## src/rtl/pipeline_pkg.sv

```systemverilog
// Shared types and constants for the pipeline sequencing controller.
package pipeline_pkg;

    typedef enum logic [1:0] {
        IDLE     = 2'd0,
        RUN      = 2'd1,
        MEM_WAIT = 2'd2
    } sched_state_t;

    localparam logic [4:0] REG_ZERO      = 5'd0;
    localparam int         CNT_W_DEFAULT = 32;

endpackage

```

## src/rtl/sat_counter.sv

```systemverilog
// Event counter with async clear that sticks at all-ones instead of wrapping.
module sat_counter #(
    parameter int W = 32
) (
    input  logic         clk_i,
    input  logic         rst_i,
    input  logic         en_i,
    output logic [W-1:0] cnt_o
);

    logic [W-1:0] cnt_q;
    logic [W-1:0] cnt_d;

    always_comb begin
        cnt_d = cnt_q;
        if (en_i && (cnt_q != {W{1'b1}})) begin
            cnt_d = cnt_q + {{(W-1){1'b0}}, 1'b1};
        end
    end

    always_ff @(posedge clk_i or posedge rst_i) begin
        if (rst_i) begin
            cnt_q <= '0;
        end else begin
            cnt_q <= cnt_d;
        end
    end

    assign cnt_o = cnt_q;

endmodule

```

## src/rtl/hazard_scheduler.sv

```systemverilog
// Pipeline stall/flush arbiter: load-use, ID redirects and data-memory wait.
// Define HAZARD_PERF_CNT_EN to add the stall/flush performance counters.
module hazard_scheduler
    import pipeline_pkg::*;
#(
    parameter int CNT_W  = CNT_W_DEFAULT,
    parameter int REG_AW = 5
) (
    input  logic              clk_i,
    input  logic              rst_i,
    input  logic              start_i,
    input  logic              idex_memread_i,
    input  logic [REG_AW-1:0] idex_rt_i,
    input  logic [REG_AW-1:0] ifid_rs_i,
    input  logic [REG_AW-1:0] ifid_rt_i,
    input  logic              branch_taken_i,
    input  logic              jump_i,
    input  logic              mem_req_i,
    input  logic              mem_ack_i,
    output logic              pc_write_o,
    output logic              ifid_write_o,
    output logic              ifid_flush_o,
    output logic              idex_bubble_o,
    output logic              pipe_freeze_o
`ifdef HAZARD_PERF_CNT_EN
    ,
    output logic [CNT_W-1:0]  stall_cnt_o,
    output logic [CNT_W-1:0]  flush_cnt_o
`endif
);

    sched_state_t state_q;
    sched_state_t state_d;

    logic mem_stall;
    logic load_use;
    logic stall_evt;

    assign mem_stall = mem_req_i && !mem_ack_i;
    assign load_use  = idex_memread_i
                    && (idex_rt_i != REG_AW'(REG_ZERO))
                    && ((idex_rt_i == ifid_rs_i) || (idex_rt_i == ifid_rt_i));

    always_ff @(posedge clk_i or posedge rst_i) begin
        if (rst_i) begin
            state_q <= IDLE;
        end else begin
            state_q <= state_d;
        end
    end

    always_comb begin
        state_d       = state_q;
        pc_write_o    = 1'b0;
        ifid_write_o  = 1'b0;
        ifid_flush_o  = 1'b0;
        idex_bubble_o = 1'b0;
        pipe_freeze_o = 1'b1;
        stall_evt     = 1'b0;
        unique case (state_q)
            IDLE: begin
                if (start_i) state_d = RUN;
            end
            RUN: begin
                if (!start_i)      state_d = IDLE;
                else if (mem_stall) state_d = MEM_WAIT;
                // Load-use wins over redirects: the branch is retried once operands arrive.
                if (!mem_stall) begin
                    pipe_freeze_o = 1'b0;
                    if (load_use) begin
                        idex_bubble_o = 1'b1;
                        stall_evt     = 1'b1;
                    end else begin
                        pc_write_o   = 1'b1;
                        ifid_write_o = 1'b1;
                        ifid_flush_o = branch_taken_i || jump_i;
                    end
                end
            end
            MEM_WAIT: begin
                if (!start_i)      state_d = IDLE;
                else if (mem_ack_i) state_d = RUN;
            end
            default: state_d = IDLE;
        endcase
    end

`ifdef HAZARD_PERF_CNT_EN
    sat_counter #(.W(CNT_W)) u_stall_cnt (
        .clk_i (clk_i),
        .rst_i (rst_i),
        .en_i  (stall_evt),
        .cnt_o (stall_cnt_o)
    );

    sat_counter #(.W(CNT_W)) u_flush_cnt (
        .clk_i (clk_i),
        .rst_i (rst_i),
        .en_i  (ifid_flush_o),
        .cnt_o (flush_cnt_o)
    );
`else
    logic unused_stall;
    assign unused_stall = stall_evt;
`endif

endmodule

```

## config.mk

```make
export PLATFORM = sky130hd
export DESIGN_NAME = hazard_scheduler
export DESIGN_NICKNAME = d
export VERILOG_FILES = /design/src/rtl/pipeline_pkg.sv /design/src/rtl/sat_counter.sv /design/src/rtl/hazard_scheduler.sv
export SDC_FILE = /design/constraint.sdc
export NUM_CORES = 1
export LEC_CHECK = 0
export BUFFER_PORTS_ARGS = -buffer_cell sky130_fd_sc_hd__buf_2
export CAP_MARGIN = 10
export CORE_AREA = 8 8 45 47
export DETAILED_ROUTE_END_ITERATION = 6
export DIE_AREA = 0 0 53 55
export GPL_TIMING_DRIVEN = 1
export HOLD_SLACK_MARGIN = 0.06
export SETUP_SLACK_MARGIN = 0.02
export SKIP_LAST_GASP = 1
export SYNTH_ARGS = -nofsm -noshare
export SYNTH_HDL_FRONTEND = slang
export SYNTH_SLANG_ARGS = --single-unit
export TNS_END_PERCENT = 10
```

## constraint.sdc

```tcl
create_clock -name clk_i -period 1.4 [get_ports clk_i]
set_clock_uncertainty 0.15 [all_clocks]
set_input_delay 0.21 -clock clk_i [delete_from_list [all_inputs] [get_ports clk_i]]
set_output_delay 0.21 -clock clk_i [all_outputs]
set_load 0.02 [all_outputs]
```

[After elaboration in Yosys (flattened, before gate mapping)]
Cells that the tools add are included.
Storage, ports and cells
  bits in registers: 2
  output and inout bits: 5
  word-level logic and storage cells: 34
  input bits: 23
Cells by class
  muxes and demuxes: 17
  reductions and logical operators: 9
  equal/unequal tests: 7
Operator list (number)
  $mux W1: 11
  $eq A5 B5 Y1: 2
  $mux W2: 5
  $ne A3 B3 Y1 const B: 2
  $pmux W2 S3: 1
  $reduce_bool A5 Y1: 1
  $logic_and A1 B1 Y1: 3
  $reduce_and A3 Y1: 1
  $eq A2 B1 Y1 const B: 1
  $eq A2 B2 Y1 const B: 1
  $logic_not A2 Y1: 1
  $logic_or A1 B1 Y1: 2
  $ne A2 B2 Y1 const B: 1
  $logic_not A1 Y1: 1

[Longest topological paths before layout]
  depth after elaboration: 6
  gate-level depth with buffers: 5
  gate-level depth less buffers: 4

[Least setup slack after synthesis]
OpenSTA, ideal clock, no wires.
  kind: in2out
  from: input idex_rt_i[1]
  to: output pc_write_o
  stages on the path: 4
  data arrival time: 1.542 ns
  buffers on the path: 1
  data required time: 1.040 ns
  slack: -0.502 ns
  path through: or4_1 > o21a_1 > a21oi_1 > buf_4
Between the ends
  longest elaborated chain between the ends: 6
  elaborated cells on any way between the ends: 9
  classes of those cells: eq/ne: 2; mux: 3; reduce/logical: 4
RTL lines
  start: declaration: line hazard_scheduler.sv:13  | input logic [REG_AW-1:0] idex_rt_i,
  $eq A5 B5 Y1 or $reduce_bool A5 Y1 (tied branches): line hazard_scheduler.sv:42, hazard_scheduler.sv:41
  $logic_or A1 B1 Y1 or $logic_and A1 B1 Y1 (tied branches): line hazard_scheduler.sv:42, hazard_scheduler.sv:41
  $logic_and A1 B1 Y1 (*): line hazard_scheduler.sv:42  | && ((idex_rt_i == ifid_rs_i) || (idex_rt_i == ifid_rt_i));
  $mux W1 (*) (3 in series)
  end: declaration: line hazard_scheduler.sv:20  | output logic pc_write_o,
Mark *: on every way between the ends. The rest lies on a longest branch, timed or not.

[Final worst setup path]
  from: input idex_rt_i[2]
  to: output ifid_flush_o
Between the ends
  longest elaborated chain between the ends: 6
  elaborated cells on any way between the ends: 9
  classes of those cells: eq/ne: 2; mux: 3; reduce/logical: 4
RTL lines
  $eq A5 B5 Y1 or $reduce_bool A5 Y1 (tied branches): line hazard_scheduler.sv:42, hazard_scheduler.sv:41
  $logic_or A1 B1 Y1 or $logic_and A1 B1 Y1 (tied branches): line hazard_scheduler.sv:42, hazard_scheduler.sv:41
  $logic_and A1 B1 Y1 (*): line hazard_scheduler.sv:42
  $mux W1 (*): line hazard_scheduler.sv:70  | if (load_use) begin
  $mux W1 (*): line hazard_scheduler.sv:68  | if (!mem_stall) begin
  $mux W1 (*): line hazard_scheduler.sv:60  | unique case (state_q)
  end: declaration: line hazard_scheduler.sv:22  | output logic ifid_flush_o,
Marks and branches as above.

==> impl_metrics.toml <==
[status]
status = "finished with violations"
failed_checks = "negative setup slack"

[cells_and_area]
layout-drive-gt1-share = 0.5857
final_cell_mix = "sky130_fd_sc_hd__buf_2 (26), sky130_fd_sc_hd__xnor2_1 (10), sky130_fd_sc_hd__buf_4 (8)"
mostFrequentLayoutCell = "sky130_fd_sc_hd__buf_2"
reg_top3 = "state_q: 2 flops"
max_flop_register = "state_q"
final_cells = 86
finish.net_count = 95
antenna_cells_inserted = 0
filler_cell_count = 151
syn2layout_area_growth_pct = 91.67
multiInputGateArea_sq_um = 221.5
largest_reg_flops = 2
finish.instance_area_sq_um = 518.0
regArea_sq_um = 50.05

[power]
powerDensity_nw_per_um2 = 640.1
post-layout-total-power_w = 0.0003316
ir_worst_vdd_mv = 0.3464
p_leak_nw = 0.2563

[grt]
grt_antenna_before_repair = 0
track_usage = 0.05950
first_global_vias = 371
global_route_wire_length_before_repair_mm = 1.324
grt_start_max_net_pins = 5
globalRouteOverflowTotal = 0

[worst_setup_path]
critical_path_class = "input port to output port"
worstPathCellList = "buf_2, or4_1, o21a_2, a211oi_2, buf_4"
critical_path.slowest_cell = "sky130_fd_sc_hd__or4_1"
crit_path_max_incr_delay_ns = 0.51
critPathRequiredTime_ns = 1.04
ff2ff_setup_slack_ns = 0.23
worstPathArrival_ns = 1.43
crit_path_end_kind = "output port"
cp_top_family = "simple AND/OR/NAND/NOR gates"
critical_path.startpoint_type = "input port"
critPathBufInv = 2
cp_max_fo = 3

[clock_tree]
cts_tree = "built"
insertion_delay_ns = 0.22
clkTransAtPathRegs_ns = 0.03
cts_sink_count = 2
ctsLongestPathBuffers = 2
clockRootBuffer = "sky130_fd_sc_hd__clkbuf_4"
h-tree-depth = 1
tritoncts.num_buffers = 3

[yosys]
mappedNetlistNets = 56
cell_count_after_synthesis = 33
mean_syn_cell_area_sq_um = 8.190
post_synth_num_cell_types = 18
synthesis.area_sq_um = 270.3
seq_area_frac_synth = 0.1852
ys.warnings.count = 0
total_of_flip_flops_plus_latches_after_synthesis = 2

[floorplanning]
floorplan_die_height_um = 55
core.rowCount = 14
pin_count = 28
dieWidth_um = 53
core_area_sq_um = 1384
start_util = 0.1953
die_area_sq_um = 2915

[sta]
grt_setup_unrepaired = "yes"
timing.slew.headroom = 0.8518
post-route-period-util = 1.276
min_period_ns = 1.787
timing_worst_slew_pin_value_ns = 0.2216
slew_violations = 0
maxClockFrequency_mhz = 559.7
tns_ns = -1.448
hold_violations = 0
report.final.setup_viol = 5
post-route-worst-setup-slack_ns = -0.3866

[route]
wirelength_um = 853
final_antenna_net_count = 0
post_drt_via_cell_ratio = 4.000
routed_wire_length_per_instance_um = 9.919
top_layer = "met3"
met2WireLength_um = 503
vias = 344
wl_met1_um = 265
met3_wirelength_um = 83
firstDrtPassIters = 2
drc = 0
drt-initial-drc-count = 2

[placement]
place_congestion = 0.6474
hpwl_detailed_um = 806.1
area_after_dpl_sq_um = 481.7
dp_worst_setup_slack_ns = -0.4198
portBuffers = 27
dpl.cell_count = 82

[min_path]
hold_class = "input port to register"

[run]
timing.max_cap.violations = 0
path summary, 6_finish.rpt:
kind / start / endpoint / cells after the start
worst min-delay path: start_i / state_q[0] / 3
worst max register to register: state_q[1] / state_q[1] / 3
min in group asynchronous: rst_i / state_q[0] / 3
worst max-delay path: idex_rt_i[2] / ifid_flush_o / 5
worst min register to register: state_q[1] / state_q[0] / 2
max in group asynchronous: rst_i / state_q[1] / 3
cells by family (layout without fill, tap and decap cells):
logic type,after synthesis,after routing,synth area share
AOI/OAI and AO/OA,6,6,0.1528
xor gates and xnor gates,10,10,0.3241
buffers and inverters,2,39,0.04166
DFF,2,2,0.1852
muxes,1,1,0.04166
and+or+nand+nor,12,12,0.2546
Yosys cell counts, drive strengths merged:
master / number / share of area
xnor2: 10 / 0.32
nand2: 3 / 0.042
a21oi: 2 / 0.037
dfrtp: 2 / 0.19
nand2b: 2 / 0.046
nand3: 2 / 0.037
a211oi: 1 / 0.046
and3b: 1 / 0.032
buf: 1 / 0.028
inv: 1 / 0.014
mux2: 1 / 0.042
nand3b: 1 / 0.028
nor2: 1 / 0.014
nor3b: 1 / 0.028
o21a: 1 / 0.028
o21ai: 1 / 0.019
o22ai: 1 / 0.023
or4: 1 / 0.028
metal layers:
metal  GRT usage  vias up
met5           0        -
met1     0.04848      146
met2      0.1191       10
met3     0.01872        0
met4     0.03879        0
li1            -      188
cell type report:
cell class,count,area share
flip-flops and latches,2,0.09662
well taps,16,0.03865
clock buffers,3,0.04348
multi-input cells,29,0.4275
inverters,1,0.007246
repair buffers,35,0.3865
metrics by stage:
| step | hold WS [ns] | utilization |
|---|---|---|
| 2_1_floorplan | -0.1988 | - |
| 3_3_place_gp | -0.09190 | 0.3481 |
| 3_5_place_dp | -0.08994 | 0.3481 |
| 4_1_cts | 0.07866 | 0.3734 |
| 5_1_grt | 0.09129 | 0.3743 |
| 6_report | 0.07992 | 0.3743 |
worst min-delay path, stage by stage:
cell	delay, ns
sky130_fd_sc_hd__buf_2	0.10
sky130_fd_sc_hd__o21ai_0	0.06
sky130_fd_sc_hd__a21oi_1	0.04
where the power goes:
part           internal (W)  switching (W)  total [W]
registers         0.0000613     0.00000220  0.0000635
logic             0.0000791      0.0000634   0.000143
clock network     0.0000944      0.0000310   0.000125
timing repair:
action | 4_1_cts | 5_1_grt
hold buffers | 1 | 0
gates cloned | 0 | 0
buffers inserted | 0 | 0
endpoints found under the setup margin | 5 | 5
hold endpoints to repair | 2 | 0
gates resized for setup | 1 | 1
No activity file was read; power rests on OpenSTA's default activity.
